**config.mk**
```make
export PLATFORM = sky130hd
export DESIGN_NAME = pc_nested_int_flat
export DESIGN_NICKNAME = d
export VERILOG_FILES = /design/src/rtl/pc_nested_int_if.sv /design/src/rtl/pc_nested_int.sv /design/src/flat_wrapper.sv
export SDC_FILE = /design/constraint.sdc
export NUM_CORES = 1
export LEC_CHECK = 0
export CAP_MARGIN = 20
export CELL_PAD_IN_SITES_DETAIL_PLACEMENT = 2
export CELL_PAD_IN_SITES_GLOBAL_PLACEMENT = 2
export CORE_MARGIN = 2
export CORE_UTILIZATION = 27
export DETAILED_ROUTE_END_ITERATION = 10
export MAX_ROUTING_LAYER = met4
export PLACE_DENSITY_LB_ADDON = 0.05
export SYNTH_ARGS = -nofsm -noshare
export SYNTH_HDL_FRONTEND = slang
export SYNTH_SLANG_ARGS = --single-unit
```
**constraint.sdc**
```tcl
create_clock -name CLK -period 6.7 [get_ports CLK]
set_input_delay 1.34 -clock CLK [delete_from_list [all_inputs] [get_ports CLK]]
set_output_delay 1.34 -clock CLK [all_outputs]
set_load 0.005 [all_outputs]
```
**src/rtl/pc_nested_int_if.sv**
```systemverilog
// Bundle of the sequencer/decoder-facing signals of the program counter.
// Latency: none (wires only).
// Backpressure: none; strobes are qualified inside the program counter.
// PC_INT_MASK_EN adds MASK_LD/MASK_DIN.
interface pc_nested_int_if #(
  parameter int AW      = 16,
  parameter int NUM_INT = 4,
  parameter int NUM_BKP = 2
);
  localparam int LW  = $clog2(NUM_INT + 1);
  localparam int BSW = (NUM_BKP > 1) ? $clog2(NUM_BKP) : 1;

  logic               FETCH;
  logic               COMMIT;
  logic               PC_ENX;
  logic [1:0]         PC_BASEX;
  logic [1:0]         PC_OFFSETX;
  logic [AW-1:0]      REGB_DOUT;
  logic [AW-1:0]      DIN;
  logic [NUM_INT-1:0] INT_REQ;
  logic               INT_TAKE;
  logic               RETI;
  logic               ERR_CLR;
  logic               BKP_LD;
  logic [BSW-1:0]     BKP_SEL;
  logic [AW-1:0]      BKP_ADDR_IN;
  logic               BKP_EN_IN;
`ifdef PC_INT_MASK_EN
  logic               MASK_LD;
  logic [NUM_INT-1:0] MASK_DIN;
`endif
  logic [NUM_INT-1:0] INT_ACK;
  logic [LW-1:0]      INT_LEVEL;
  logic               STACK_FULL;
  logic               STACK_OVF;
  logic               STACK_UNF;
  logic [NUM_BKP-1:0] DEBUG_BKP_HIT;
  logic               DEBUG_AT_BKP;
  logic [AW-1:0]      PC_A_NEXT;
  logic [AW-1:0]      PC_A;
  logic [AW-1:0]      HERE;

  modport master (
    output FETCH, COMMIT, PC_ENX, PC_BASEX, PC_OFFSETX, REGB_DOUT, DIN,
    output INT_REQ, INT_TAKE, RETI, ERR_CLR,
    output BKP_LD, BKP_SEL, BKP_ADDR_IN, BKP_EN_IN,
`ifdef PC_INT_MASK_EN
    output MASK_LD, MASK_DIN,
`endif
    input  INT_ACK, INT_LEVEL, STACK_FULL, STACK_OVF, STACK_UNF,
    input  DEBUG_BKP_HIT, DEBUG_AT_BKP, PC_A_NEXT, PC_A, HERE
  );

  modport slave (
    input  FETCH, COMMIT, PC_ENX, PC_BASEX, PC_OFFSETX, REGB_DOUT, DIN,
    input  INT_REQ, INT_TAKE, RETI, ERR_CLR,
    input  BKP_LD, BKP_SEL, BKP_ADDR_IN, BKP_EN_IN,
`ifdef PC_INT_MASK_EN
    input  MASK_LD, MASK_DIN,
`endif
    output INT_ACK, INT_LEVEL, STACK_FULL, STACK_OVF, STACK_UNF,
    output DEBUG_BKP_HIT, DEBUG_AT_BKP, PC_A_NEXT, PC_A, HERE
  );
endinterface

```
**src/rtl/pc_nested_int.sv**
```systemverilog
// Forth CPU program counter with prioritised nested interrupts and breakpoints.
// Latency: PC_A_NEXT combinational; PC_A/HERE/stack/level update one edge after FETCH & PC_ENX.
// Backpressure: none; PC_ENX stalls all PC/stack state. Optional macro PC_INT_MASK_EN adds INT_MASK.
module pc_nested_int #(
  parameter int AW          = 16,
  parameter int NUM_INT     = 4,
  parameter int STACK_DEPTH = 4,
  parameter int NUM_BKP     = 2,
  parameter int INTV_BASE   = 4,
  parameter int INTV_STRIDE = 4
) (
  input logic           CLK,
  input logic           RESET,
  pc_nested_int_if.slave bus
);
  localparam int LW  = $clog2(NUM_INT + 1);
  localparam int SPW = $clog2(STACK_DEPTH + 1);
  localparam int AIW = (STACK_DEPTH > 1) ? $clog2(STACK_DEPTH) : 1;
  localparam logic [AW-1:0] PC_RST = {{(AW-1){1'b1}}, 1'b0};

  logic [AW-1:0]      pc_a, here, arga, argb, sum, vec_addr, pc_next;
  logic [LW-1:0]      int_level, elig_idx;
  logic               elig, full, empty, ent, ret, upd;
  logic [SPW-1:0]     sp;
  logic [AIW-1:0]     top_idx, push_idx;
  logic [AW-1:0]      stk_addr [STACK_DEPTH];
  logic [LW-1:0]      stk_lvl  [STACK_DEPTH];
  logic [NUM_INT-1:0] int_ack, int_mask;
  logic               ovf, unf;
  logic [AW-1:0]      bkp_addr [NUM_BKP];
  logic [NUM_BKP-1:0] bkp_act, bkp_hit;

`ifdef PC_INT_MASK_EN
  // Per-source enable register; all sources enabled out of reset.
  always_ff @(posedge CLK or posedge RESET) begin
    if (RESET)            int_mask <= '1;
    else if (bus.MASK_LD) int_mask <= bus.MASK_DIN;
  end
`else
  assign int_mask = '1;
`endif

  assign upd      = bus.FETCH & bus.PC_ENX;
  assign full     = (sp == SPW'(STACK_DEPTH));
  assign empty    = (sp == '0);
  assign top_idx  = AIW'(sp - 1'b1);
  assign push_idx = AIW'(sp);

  // Adder operands and sum; wraps silently at 2^AW.
  always_comb begin
    arga = pc_a;
    unique case (bus.PC_BASEX)
      2'd1:    arga = bus.REGB_DOUT;
      2'd2:    arga = '0;
      default: arga = pc_a;
    endcase
    argb = '0;
    unique case (bus.PC_OFFSETX)
      2'd1:    argb = AW'(2);
      2'd2:    argb = AW'(4);
      2'd3:    argb = bus.DIN;
      default: argb = '0;
    endcase
    sum = arga + argb;
  end

  // Lowest-index enabled request that outranks the level currently in service.
  always_comb begin
    elig     = 1'b0;
    elig_idx = '0;
    for (int i = NUM_INT - 1; i >= 0; i--) begin
      if (bus.INT_REQ[i] && int_mask[i] && (LW'(i) < int_level)) begin
        elig     = 1'b1;
        elig_idx = LW'(i);
      end
    end
  end

  // Entry beats return; vector address, popped address, or the adder result.
  always_comb begin
    ent      = bus.INT_TAKE & elig & ~full;
    ret      = bus.RETI & ~empty & ~ent;
    vec_addr = AW'(INTV_BASE) + AW'(elig_idx) * AW'(INTV_STRIDE);
    pc_next  = sum;
    if (ent)      pc_next = vec_addr;
    else if (ret) pc_next = stk_addr[top_idx];
  end

  // PC and HERE registers.
  always_ff @(posedge CLK or posedge RESET) begin
    if (RESET) begin
      pc_a <= PC_RST;
      here <= '0;
    end else if (upd) begin
      pc_a <= pc_next;
      here <= pc_next + AW'(2);
    end
  end

  // Return stack, in-service level and the single-cycle acknowledge.
  always_ff @(posedge CLK or posedge RESET) begin
    if (RESET) begin
      sp        <= '0;
      int_level <= LW'(NUM_INT);
      int_ack   <= '0;
      for (int d = 0; d < STACK_DEPTH; d++) begin
        stk_addr[d] <= '0;
        stk_lvl[d]  <= '0;
      end
    end else begin
      int_ack <= '0;
      if (upd && ent) begin
        stk_addr[push_idx] <= sum;
        stk_lvl[push_idx]  <= int_level;
        sp                 <= sp + 1'b1;
        int_level          <= elig_idx;
        int_ack            <= NUM_INT'(1) << elig_idx;
      end else if (upd && ret) begin
        sp        <= sp - 1'b1;
        int_level <= stk_lvl[top_idx];
      end
    end
  end

  // Sticky stack errors; a new error in the clearing cycle takes precedence.
  always_ff @(posedge CLK or posedge RESET) begin
    if (RESET) begin
      ovf <= 1'b0;
      unf <= 1'b0;
    end else begin
      if (upd && bus.INT_TAKE && elig && full) ovf <= 1'b1;
      else if (bus.ERR_CLR)                    ovf <= 1'b0;
      if (upd && bus.RETI && empty && !ent)    unf <= 1'b1;
      else if (bus.ERR_CLR)                    unf <= 1'b0;
    end
  end

  // Breakpoint slots and per-slot hit flags sampled on COMMIT.
  always_ff @(posedge CLK or posedge RESET) begin
    if (RESET) begin
      bkp_act <= '0;
      bkp_hit <= '0;
      for (int k = 0; k < NUM_BKP; k++) bkp_addr[k] <= '0;
    end else begin
      if (bus.COMMIT) begin
        for (int k = 0; k < NUM_BKP; k++)
          bkp_hit[k] <= bkp_act[k] && (pc_next == bkp_addr[k]);
      end
      if (bus.BKP_LD) begin
        bkp_addr[bus.BKP_SEL] <= bus.BKP_ADDR_IN;
        bkp_act[bus.BKP_SEL]  <= bus.BKP_EN_IN;
      end
    end
  end

  assign bus.PC_A          = pc_a;
  assign bus.HERE          = here;
  assign bus.PC_A_NEXT     = pc_next;
  assign bus.INT_ACK       = int_ack;
  assign bus.INT_LEVEL     = int_level;
  assign bus.STACK_FULL    = full;
  assign bus.STACK_OVF     = ovf;
  assign bus.STACK_UNF     = unf;
  assign bus.DEBUG_BKP_HIT = bkp_hit;
  assign bus.DEBUG_AT_BKP  = |bkp_hit;
endmodule

```
**src/flat_wrapper.sv**
```systemverilog
// flat-port wrapper written by rule: the top's interface ports become plain ports
module pc_nested_int_flat 
#(
  parameter int AW          = 16,
  parameter int NUM_INT     = 4,
  parameter int STACK_DEPTH = 4,
  parameter int NUM_BKP     = 2,
  parameter int INTV_BASE   = 4,
  parameter int INTV_STRIDE = 4
)
  (CLK, RESET, bus_FETCH, bus_COMMIT, bus_PC_ENX, bus_PC_BASEX, bus_PC_OFFSETX, bus_REGB_DOUT, bus_DIN, bus_INT_REQ, bus_INT_TAKE, bus_RETI, bus_ERR_CLR, bus_BKP_LD, bus_BKP_SEL, bus_BKP_ADDR_IN, bus_BKP_EN_IN, bus_INT_ACK, bus_INT_LEVEL, bus_STACK_FULL, bus_STACK_OVF, bus_STACK_UNF, bus_DEBUG_BKP_HIT, bus_DEBUG_AT_BKP, bus_PC_A_NEXT, bus_PC_A, bus_HERE);
  pc_nested_int_if #(.AW(AW), .NUM_INT(NUM_INT), .NUM_BKP(NUM_BKP)) bus_i ();
  input logic CLK;
  input logic RESET;
  input wire logic [$bits(bus_i.FETCH)-1:0] bus_FETCH;
  input wire logic [$bits(bus_i.COMMIT)-1:0] bus_COMMIT;
  input wire logic [$bits(bus_i.PC_ENX)-1:0] bus_PC_ENX;
  input wire logic [$bits(bus_i.PC_BASEX)-1:0] bus_PC_BASEX;
  input wire logic [$bits(bus_i.PC_OFFSETX)-1:0] bus_PC_OFFSETX;
  input wire logic [$bits(bus_i.REGB_DOUT)-1:0] bus_REGB_DOUT;
  input wire logic [$bits(bus_i.DIN)-1:0] bus_DIN;
  input wire logic [$bits(bus_i.INT_REQ)-1:0] bus_INT_REQ;
  input wire logic [$bits(bus_i.INT_TAKE)-1:0] bus_INT_TAKE;
  input wire logic [$bits(bus_i.RETI)-1:0] bus_RETI;
  input wire logic [$bits(bus_i.ERR_CLR)-1:0] bus_ERR_CLR;
  input wire logic [$bits(bus_i.BKP_LD)-1:0] bus_BKP_LD;
  input wire logic [$bits(bus_i.BKP_SEL)-1:0] bus_BKP_SEL;
  input wire logic [$bits(bus_i.BKP_ADDR_IN)-1:0] bus_BKP_ADDR_IN;
  input wire logic [$bits(bus_i.BKP_EN_IN)-1:0] bus_BKP_EN_IN;
  output wire logic [$bits(bus_i.INT_ACK)-1:0] bus_INT_ACK;
  output wire logic [$bits(bus_i.INT_LEVEL)-1:0] bus_INT_LEVEL;
  output wire logic [$bits(bus_i.STACK_FULL)-1:0] bus_STACK_FULL;
  output wire logic [$bits(bus_i.STACK_OVF)-1:0] bus_STACK_OVF;
  output wire logic [$bits(bus_i.STACK_UNF)-1:0] bus_STACK_UNF;
  output wire logic [$bits(bus_i.DEBUG_BKP_HIT)-1:0] bus_DEBUG_BKP_HIT;
  output wire logic [$bits(bus_i.DEBUG_AT_BKP)-1:0] bus_DEBUG_AT_BKP;
  output wire logic [$bits(bus_i.PC_A_NEXT)-1:0] bus_PC_A_NEXT;
  output wire logic [$bits(bus_i.PC_A)-1:0] bus_PC_A;
  output wire logic [$bits(bus_i.HERE)-1:0] bus_HERE;
  assign bus_i.FETCH = bus_FETCH;
  assign bus_i.COMMIT = bus_COMMIT;
  assign bus_i.PC_ENX = bus_PC_ENX;
  assign bus_i.PC_BASEX = bus_PC_BASEX;
  assign bus_i.PC_OFFSETX = bus_PC_OFFSETX;
  assign bus_i.REGB_DOUT = bus_REGB_DOUT;
  assign bus_i.DIN = bus_DIN;
  assign bus_i.INT_REQ = bus_INT_REQ;
  assign bus_i.INT_TAKE = bus_INT_TAKE;
  assign bus_i.RETI = bus_RETI;
  assign bus_i.ERR_CLR = bus_ERR_CLR;
  assign bus_i.BKP_LD = bus_BKP_LD;
  assign bus_i.BKP_SEL = bus_BKP_SEL;
  assign bus_i.BKP_ADDR_IN = bus_BKP_ADDR_IN;
  assign bus_i.BKP_EN_IN = bus_BKP_EN_IN;
  assign bus_INT_ACK = bus_i.INT_ACK;
  assign bus_INT_LEVEL = bus_i.INT_LEVEL;
  assign bus_STACK_FULL = bus_i.STACK_FULL;
  assign bus_STACK_OVF = bus_i.STACK_OVF;
  assign bus_STACK_UNF = bus_i.STACK_UNF;
  assign bus_DEBUG_BKP_HIT = bus_i.DEBUG_BKP_HIT;
  assign bus_DEBUG_AT_BKP = bus_i.DEBUG_AT_BKP;
  assign bus_PC_A_NEXT = bus_i.PC_A_NEXT;
  assign bus_PC_A = bus_i.PC_A;
  assign bus_HERE = bus_i.HERE;
  pc_nested_int #(.AW(AW), .NUM_INT(NUM_INT), .STACK_DEPTH(STACK_DEPTH), .NUM_BKP(NUM_BKP), .INTV_BASE(INTV_BASE), .INTV_STRIDE(INTV_STRIDE)) u_core (.CLK(CLK), .RESET(RESET), .bus(bus_i));
endmodule
```
# Word-level counts from Yosys, hierarchy flattened
# Cells that the tools add are included.
[classes] addsub=5 mul=0 div=0 magnitude_cmp=11 eq_ne=8 shifts=1 n_mux=38 bitwise=11 reduce_logical=23
[ops] cell="16-bit two-way mux" n=6
[ops] cell="64-bit bitwise mux" n=1
[ops] cell="16-bit case mux with 3 select lines" n=1
[ops] cell="16-bit binary-select mux with 2-bit select" n=1
[ops] cell="32-bit bitwise mux" n=1
[ops] cell="16-bit demux with 2-bit select" n=1
[ops] cell="16-bit == test" n=2
[ops] cell="16-bit case mux with 2 select lines" n=1
[ops] cell="3-bit two-way mux" n=7
[ops] cell="1-bit logical AND" n=17
[ops] cell="16-bit adder" n=1
[ops] cell="16-bit by 2-bit adder with 16-bit output, second input constant" n=1
[ops] cell="16-bit demux with 1-bit select" n=1
[ops] cell="12-bit bitwise mux" n=1
[ops] cell="1-bit two-way mux" n=8
[ops] cell="2-bit two-way mux" n=4
[ops] cell="3-bit binary-select mux with 2-bit select" n=1
[ops] cell="3-bit demux with 2-bit select" n=1
[ops] cell="2-bit == test, second input constant" n=3
[ops] cell="3-bit greater-or-equal comparator, second input constant" n=2
[ops] cell="1-bit by 3-bit less-than comparator with 1-bit output, first input constant" n=2
[ops] cell="2-bit by 3-bit less-than comparator with 1-bit output, first input constant" n=2
[ops] cell="2-bit NOT with 3-bit output" n=2
[ops] cell="2-bit nonzero test" n=3
[ops] cell="20 further kinds" n=27
[totals] reg_bits=156 latchBits=0 ramBits=0 romBits=0 inputBits=67 memories=0

# Depth between registers and ports, before layout
# Gate-level depths: netlist (run 1).
[logic_depth] word_depth=14 ltp_mapped=18

# Least setup slack after synthesis (run 1)
# No wires, ideal clock.
[synth_timing] path_type="input to output" start="in bus_PC_BASEX[1]" end="out bus_PC_A_NEXT[6]" t_arrival_ns=4.515 t_required_ns=5.360 setup_slack_ns=0.845 path_stages=15 n_path_buf=3 path_cell_list="inv_1 -> ha_1 -> clkbuf_1 -> nor2b_1 -> clkbuf_1 -> a22o_1 -> ha_1 -> fa_1 -> a211oi_2 -> or4b_1 -> and3_1 -> clkbuf_2 -> mux2_4 -> or2_2 -> inv_1"
[synth_between] elab_chain_len=5 elab_cells_between_ends=6 cone_classes="add/sub: 1; eq/ne: 2; mux: 3"
[synth_lines] element="start, declared" line_no="flat_wrapper.sv:18" rtl="input wire logic [$bits(bus_i.PC_BASEX)-1:0] bus_PC_BASEX;"
[synth_lines] element="2-bit == test / 2-bit by 1-bit == test with 1-bit output (equally long branches)" line_no="pc_nested_int.sv:52" rtl="unique case (bus.PC_BASEX)"
[synth_lines] element="16-bit case mux with 2 select lines (*)" line_no="pc_nested_int.sv:52"
[synth_lines] element="16-bit adder (*)" line_no="pc_nested_int.sv:64" rtl="sum = arga + argb;"
[synth_lines] element="16-bit two-way mux (*)" line_no="pc_nested_int.sv:86" rtl="else if (ret) pc_next = stk_addr[top_idx];"
[synth_lines] element="16-bit two-way mux (*)" line_no="pc_nested_int.sv:85" rtl="if (ent) pc_next = vec_addr;"
[synth_lines] element="end, declared" line_no="flat_wrapper.sv:37" rtl="output wire logic [$bits(bus_i.PC_A_NEXT)-1:0] bus_PC_A_NEXT;"
# Mark *: on every way between the ends. The rest lies on a longest branch, timed or not.

# Final worst setup path (run 1)
# Same ends and word-level chain as after synthesis.

==> impl_metrics.csv, run 1 <==
group,metric,value,unit
run_status,status,"finished, final reports clean",
critical_path,reg2reg_to,"u_core.bus.DEBUG_BKP_HIT[1]",
sta,clock-skew-final,0.0105,ns
sta,post-route-period-util,0.975,
place,dp_hpwl,29200,um
critical_path,cp-end-kind,"output port",
critical_path,arrival,5.19,ns
logic_synthesis,ys_types,82,
clock_tree,root_buffer,"clkbuf_16",
critical_path,r2r-start,"u_core.sp[0]",
place,place_area,0.0113,mm^2
logic_synthesis,synthTopCellsByArea,"dfrtp_1 38%, mux2_2 7.3%, nand2_1 5.5%",
worst_hold_path,hold_class,"register to register",
power,ir_drop,0.165,mV
route,drc,0,
grt,grt_remaining_overflow,0,
route,ant_nets,0,
logic_synthesis,synth-seq-area-share,0.424,
critical_path,cp_data_required_time,5.36,ns
layout,areaGrowthSynthToFinish,29.6,%
flow_run,drv_cap,0,
logic_synthesis,synth_top_area_share,0.378,
critical_path,worstPathMaxFanout,14,
grt,antenna_found_initial,0,
route,drtIter0Drc,385,
place,gp_congestion,0.807,
sta,rsz0062_at_grt,"true",
clock_tree,cts_hold_buf,0,
grt,grt_busiest_layer,"met2",
sta,hold_viol_final,0,
sta,setup_viol,0,
clock_tree,cts_max_path_buffers,2,
route,wl,38100,um
critical_path,worstSetupStartpointType,"input pin",
floorplanning,start_util,0.274,
clock_tree,htree_levels,4,
worst_hold_path,hold_start,"u_core.bus.HERE[9]",
grt,use_met1,0.297,
grt,grt_first_pass_wirelength,58000,um
logic_synthesis,ys_warn_count,0,
critical_path,worstSetupPathType,"input pin to output port",
worst_hold_path,worst_hold_path.num_cells,2,
grt,grt_pass1_vias,8738,
layout,fin_util,0.356,
sta,max_clock_freq,0.153,GHz
clock_tree,cts_tree,"done",
logic_synthesis,yosys.area.top_type,"dfrtp_1",
route,viasPerCell,5.16,
logic_synthesis,synthArstFlopShare,1.00,
floorplanning,die-area,0.0356,mm^2
route,avgRoutedWirePerCell,24.5,um
floorplanning,ios,128,
grt,grt_start_max_net_pins,60,
floorplanning,fp-row-count,67,
logic_synthesis,synth-edff-count,0,
power,p_per_area,290,mW/mm^2
sta,tightestPinTransition,0.958,ns
logic_synthesis,synth_nets,1027,
route,firstDrtPassIters,4,
sta,max_slew_margin,0.357,
grt,met3_usage,0.0343,
floorplanning,die_w,189,um
logic_synthesis,ys_ff_latch,155,
logic_synthesis,syn_area,0.00920,mm^2
clock_tree,clock_latency,0.45,ns
clock_tree,cts.clk_slew.worst_paths,0.06,ns
logic_synthesis,synth_flop_cell,"dfrtp_1",
layout,fin_nets,1189,
critical_path,reg2reg_slack,2.44,ns
grt,grt_usage,0.227,
route,vias,8020,
clock_tree,cts_buffers,17,
floorplanning,core-area,0.0335,mm^2
floorplanning,die_h,189,um
layout,drive_above_1_share,0.195,
power,power,0.00346,W
place,portBuffers,127,
logic_synthesis,syn_inst,932,
grt,met2_usage,0.365,
critical_path,ff2ff_path_depth,12,
logic_synthesis,synth_area_per_cell,9.87,um^2
layout,num_antenna_cells,0,
worst_hold_path,holdPathEnd,"u_core.bus.HERE[9]",
layout,design_area,0.0119,mm^2
sta,finalSetupTns,0,ns
sta,finalCriticalPeriod,6.53,ns
power,leakage,5.08,nW
clock_tree,cts_sinks,155,
sta,drv_slew,0,
stage by stage:
stage	cells	setup slack, ns	hold slack, ns
4_1_cts	1553	0.0213	0.483
6_report	1555	0.167	0.478
3_3_place_gp	1521	0.117	0.455
2_1_floorplan	932	0.845	0.442
5_1_grt	1555	-0.0249	0.508
3_5_place_dp	1521	0.0283	0.469
per-layer routing:
| layer | routed length, um | vias to the layer above |
|---|---|---|
| li1 | - | 3722 |
| met1 | 18100 | 4122 |
| met2 | 18100 | 147 |
| met3 | 1220 | 29 |
| met4 | 687 | 0 |
| met5 | 0 | - |
cell type report:
cell class / count / area (um^2)
Multi-Input combinational cell: 691 / 4970
Timing Repair Buffer: 197 / 1810
Fill cell: 3658 / 21600
Tap cell: 448 / 561
Inverter: 32 / 125
Sequential cell: 155 / 3900
Clock inverter: 10 / 91.3
Clock buffer: 22 / 474
synthesized netlist by cell type (13+ instances only):
cell,instances
dfrtp_1,139
mux2i_1,17
and3_1,21
nor3_1,17
nand3_1,17
o21ai_0,90
xnor2_1,18
o211ai_1,13
o22ai_1,13
ha_1,27
inv_1,32
nand2_1,136
a21oi_1,26
clkbuf_1,39
nor2_1,41
mux2_2,60
a22o_1,17
dfstp_2,16
power breakdown:
group	internal [W]	switching (W)	leakage, nW	total, W
registers	0.00104	0.000111	2.01	0.00116
logic	0.000599	0.000741	2.80	0.00134
clock network	0.000540	0.000427	0.265	0.000966
worst max-delay path by stage:
| stage | end | slack (ns) | from | depth (start not counted) |
|---|---|---|---|---|
| floorplan | bus_PC_A_NEXT[6] | 0.84 | bus_PC_BASEX[1] | 15 |
| global route | bus_PC_A_NEXT[14] | -0.02 | bus_PC_BASEX[1] | 13 |
| global placement | bus_PC_A_NEXT[14] | 0.12 | bus_PC_BASEX[1] | 16 |
| detailed placement | bus_PC_A_NEXT[14] | 0.03 | bus_PC_BASEX[1] | 16 |
| finish | bus_PC_A_NEXT[6] | 0.17 | bus_PC_BASEX[1] | 16 |
| CTS | bus_PC_A_NEXT[14] | 0.02 | bus_PC_BASEX[1] | 16 |
cells in the final DEF, fill, tap and decap left out, drive strengths merged, types with 5 or more instances in the layout:
cell type	count
ha	27
nor2	41
nor2b	8
nand2b	9
and2	7
nor4	7
a211oi	10
clkinvlp	5
o211ai	13
mux2i	19
mux4	17
inv	33
nor3b	5
nand3	17
clkbuf	22
nand4	7
o21ai	96
mux2	61
o22ai	14
a31oi	8
xnor2	18
dfstp	16
a22o	17
and3	22
clkdlybuf4s50	127
a21oi	27
xor2	11
buf	70
dfrtp	139
nor3	17
nand2	136
registers in the layout (all words and copies together) (netlist names):
name,count
u_core.sp,3
u_core.bus.INT_LEVEL,3
u_core.bkp_addr,32
u_core.bus.HERE,16
u_core.stk_addr,64
u_core.bus.STACK_UNF,1
u_core.bus.PC_A,15
u_core.bus.DEBUG_BKP_HIT,2
u_core.bkp_act,2
u_core.bus.INT_ACK,4
u_core.bus.STACK_OVF,1
u_core.stk_lvl,12
timing repair:
item	4_1_cts	5_1_grt
setup endpoints to repair	0	5
buffers inserted	0	1
resized for setup	0	6
logic make-up (layout without fill, tap and decap cells):
| logic type | after synthesis | in the layout | share of synthesized area |
|---|---|---|---|
| and+or+nand+nor | 296 | 296 | 0.154 |
| AOI/OAI and AO/OA | 241 | 241 | 0.175 |
| DFF | 155 | 155 | 0.424 |
| muxes | 97 | 97 | 0.142 |
| buffers and inverters | 86 | 261 | 0.0388 |
| xor gates and xnor gates | 29 | 29 | 0.0276 |
| adders and majority gates | 28 | 28 | 0.0389 |
worst max-delay path: stages:
cell and delay, ns:
clkdlybuf4s50_1 0.46, inv_1 0.04, ha_1 0.28, nor2b_1 0.15
buf_6 0.18, a22o_1 0.16, ha_1 0.19, fa_2 0.23
a211oi_2 0.09, buf_4 0.17, or4b_1 0.49, and3_1 0.23
mux2_4 0.30, or2_2 0.31, inv_1 0.06, clkdlybuf4s50_1 0.50
No activity file was read; power rests on OpenSTA's default activity.
==> run 2: changes to the inputs <==
--- a/config.mk
+++ b/config.mk
@@ -16,3 +16,4 @@
 export SYNTH_ARGS = -nofsm -noshare
 export SYNTH_HDL_FRONTEND = slang
 export SYNTH_SLANG_ARGS = --single-unit
+export TNS_END_PERCENT = 30
==> run 2 against run 1 <==
Net effect: core utilization is essentially flat; cell count barely moved; sequential share of layout area hardly changed; non-clock buffer count shrank 1; register-to-register slack is essentially flat; fmax about the same; clock power hardly changed; first-iteration DRC count shrank 1.0%; routed wire length about the same; total power about the same; hold slack is essentially flat; critical endpoint unchanged; largest power group unchanged; highest routed layer unchanged.
==> impl_metrics.csv, run 2 (same netlist as run 1, synthesis figures left out) <==
group,metric,value,unit
worst_hold_path,hold_start,"u_core.bus.HERE[9]",
sta,tightestPinTransition,0.942,ns
layout,fin_nets,1188,
clock_tree,root_buffer,"clkbuf_16",
route,drc,0,
sta,finalCriticalPeriod,6.53,ns
grt,grt_first_pass_wirelength,58000,um
route,viasPerCell,5.14,
grt,grt_start_max_net_pins,60,
sta,max_clock_freq,0.153,GHz
route,wl,38100,um
critical_path,cp_data_required_time,5.36,ns
floorplanning,fp-row-count,67,
layout,regArea,0.00390,mm^2
worst_hold_path,holdPathEnd,"u_core.bus.HERE[9]",
clock_tree,cts_hold_buf,0,
sta,finalSetupTns,0,ns
place,dp_hpwl,29200,um
grt,antenna_found_initial,0,
layout,num_antenna_cells,0,
worst_hold_path,worst_hold_path.num_cells,2,
layout,areaGrowthSynthToFinish,29.5,%
place,gp_congestion,0.807,
grt,grt_usage,0.227,
sta,max_slew_margin,0.372,
layout,design_area,0.0119,mm^2
floorplanning,die-area,0.0356,mm^2
clock_tree,clock_latency,0.45,ns
layout,drive_above_1_share,0.194,
power,leakage,5.08,nW
route,top_layer,"met4",
critical_path,arrival,5.19,ns
sta,post-route-period-util,0.975,
flow_run,drv_cap,0,
layout,multiInputGateArea,0.00497,mm^2
place,portBuffers,127,
power,p_per_area,291,mW/mm^2
grt,grt_remaining_overflow,0,
route,firstDrtPassIters,4,
sta,hold_viol_final,0,
critical_path,reg2reg_to,"u_core.bus.DEBUG_BKP_HIT[0]",
sta,clock-skew-final,0.0110,ns
floorplanning,die_h,189,um
layout,regMostFlops,"u_core.stk_addr",
route,ant_nets,0,
critical_path,ff2ff_path_depth,12,
clock_tree,cts_buffers,17,
sta,setup_viol,0,
floorplanning,die_w,189,um
layout,fillers,3657,
critical_path,reg2reg_slack,2.43,ns
worst_hold_path,hold_class,"register to register",
route,vias,7982,
route,avgRoutedWirePerCell,24.5,um
critical_path,cp-end-kind,"output port",
clock_tree,cts_tree,"done",
route,routed-wl-met3,1270,um
critical_path,r2r-start,"u_core.sp[0]",
critical_path,worstPathMaxFanout,15,
place,place_area,0.0113,mm^2
layout,largest_reg_flops,64,
floorplanning,start_util,0.274,
critical_path,worstSetupPathType,"input pin to output port",
route,wl_met1,18100,um
critical_path,worstSetupStartpointType,"input pin",
power,ir_drop,0.166,mV
clock_tree,cts_max_path_buffers,2,
run_status,status,"finished, final reports clean",
clock_tree,cts_sinks,155,
clock_tree,cts.clk_slew.worst_paths,0.06,ns
grt,grt_pass1_vias,8738,
route,drtIter0Drc,381,
sta,rsz0062_at_grt,"true",
layout,final_cell_mix,"139 x dfrtp_1, 136 x nand2_1, 127 x clkdlybuf4s50_1",
floorplanning,ios,128,
route,wl_met2,18000,um
sta,drv_slew,0,
clock_tree,htree_levels,4,
floorplanning,core-area,0.0335,mm^2
layout,mostFrequentLayoutCell,"dfrtp_1",
==> run 2: cell type report <==
cell class / instances / share of cell area
Inverter: 32 / 0.0105
Sequential cell: 155 / 0.327
Timing Repair Buffer: 196 / 0.151
Clock inverter: 10 / 0.00766
Clock buffer: 22 / 0.0398
Tap cell: 448 / 0.0470
Multi-Input combinational cell: 691 / 0.417
==> run 2: routing by layer <==
metal / track usage / vias up
met5: - / -
met4: 0.0616 / 0
li1: - / 3721
met3: 0.0343 / 31
met2: 0.365 / 156
met1: 0.297 / 4074
==> run 2: stage by stage <==
step / instances / hold WS, ns / utilization / total power, W / worst slack [ns]
after global routing: 1554 / 0.508 / 0.355 / 0.00365 / -0.0249
after global placement: 1521 / 0.455 / 0.338 / 0.00251 / 0.117
after floorplan: 932 / 0.442 / - / 0.00183 / 0.845
after detailed placement: 1521 / 0.469 / 0.338 / 0.00253 / 0.0283
final: 1554 / 0.478 / 0.355 / 0.00346 / 0.166
after CTS: 1553 / 0.483 / 0.354 / 0.00351 / 0.0213
==> run 2: worst max path at each step <==
stage | from | endpoint | slack, ns | depth (start not counted)
floorplan | bus_PC_BASEX[1] | bus_PC_A_NEXT[6] | 0.84 | 15
global placement | bus_PC_BASEX[1] | bus_PC_A_NEXT[14] | 0.12 | 16
detailed placement | bus_PC_BASEX[1] | bus_PC_A_NEXT[14] | 0.03 | 16
CTS | bus_PC_BASEX[1] | bus_PC_A_NEXT[14] | 0.02 | 16
global route | bus_PC_BASEX[1] | bus_PC_A_NEXT[14] | -0.02 | 13
finish | bus_PC_BASEX[1] | bus_PC_A_NEXT[6] | 0.17 | 16
==> run 2: worst max-delay path: stages <==
cell and delay, ns:
clkdlybuf4s50_1 0.46, inv_1 0.04, ha_1 0.28, nor2b_1 0.15, buf_6 0.19, a22o_1 0.15
ha_1 0.19, fa_2 0.23, a211oi_2 0.09, buf_4 0.17, or4b_1 0.49, and3_1 0.23
mux2_4 0.30, or2_2 0.31, inv_1 0.06, clkdlybuf4s50_1 0.50
==> run 2: what timing repair did <==
action	CTS	global route
resized for setup	0	6
setup buffers	0	0
endpoints found under the hold margin	0	0
endpoints found under the setup margin	0	5
==> run 2: report_power, final <==
part | internal, W | switching [W] | leakage [nW]
registers | 0.00104 | 0.000111 | 2.01
logic | 0.000599 | 0.000741 | 2.80
clock network | 0.000540 | 0.000427 | 0.265
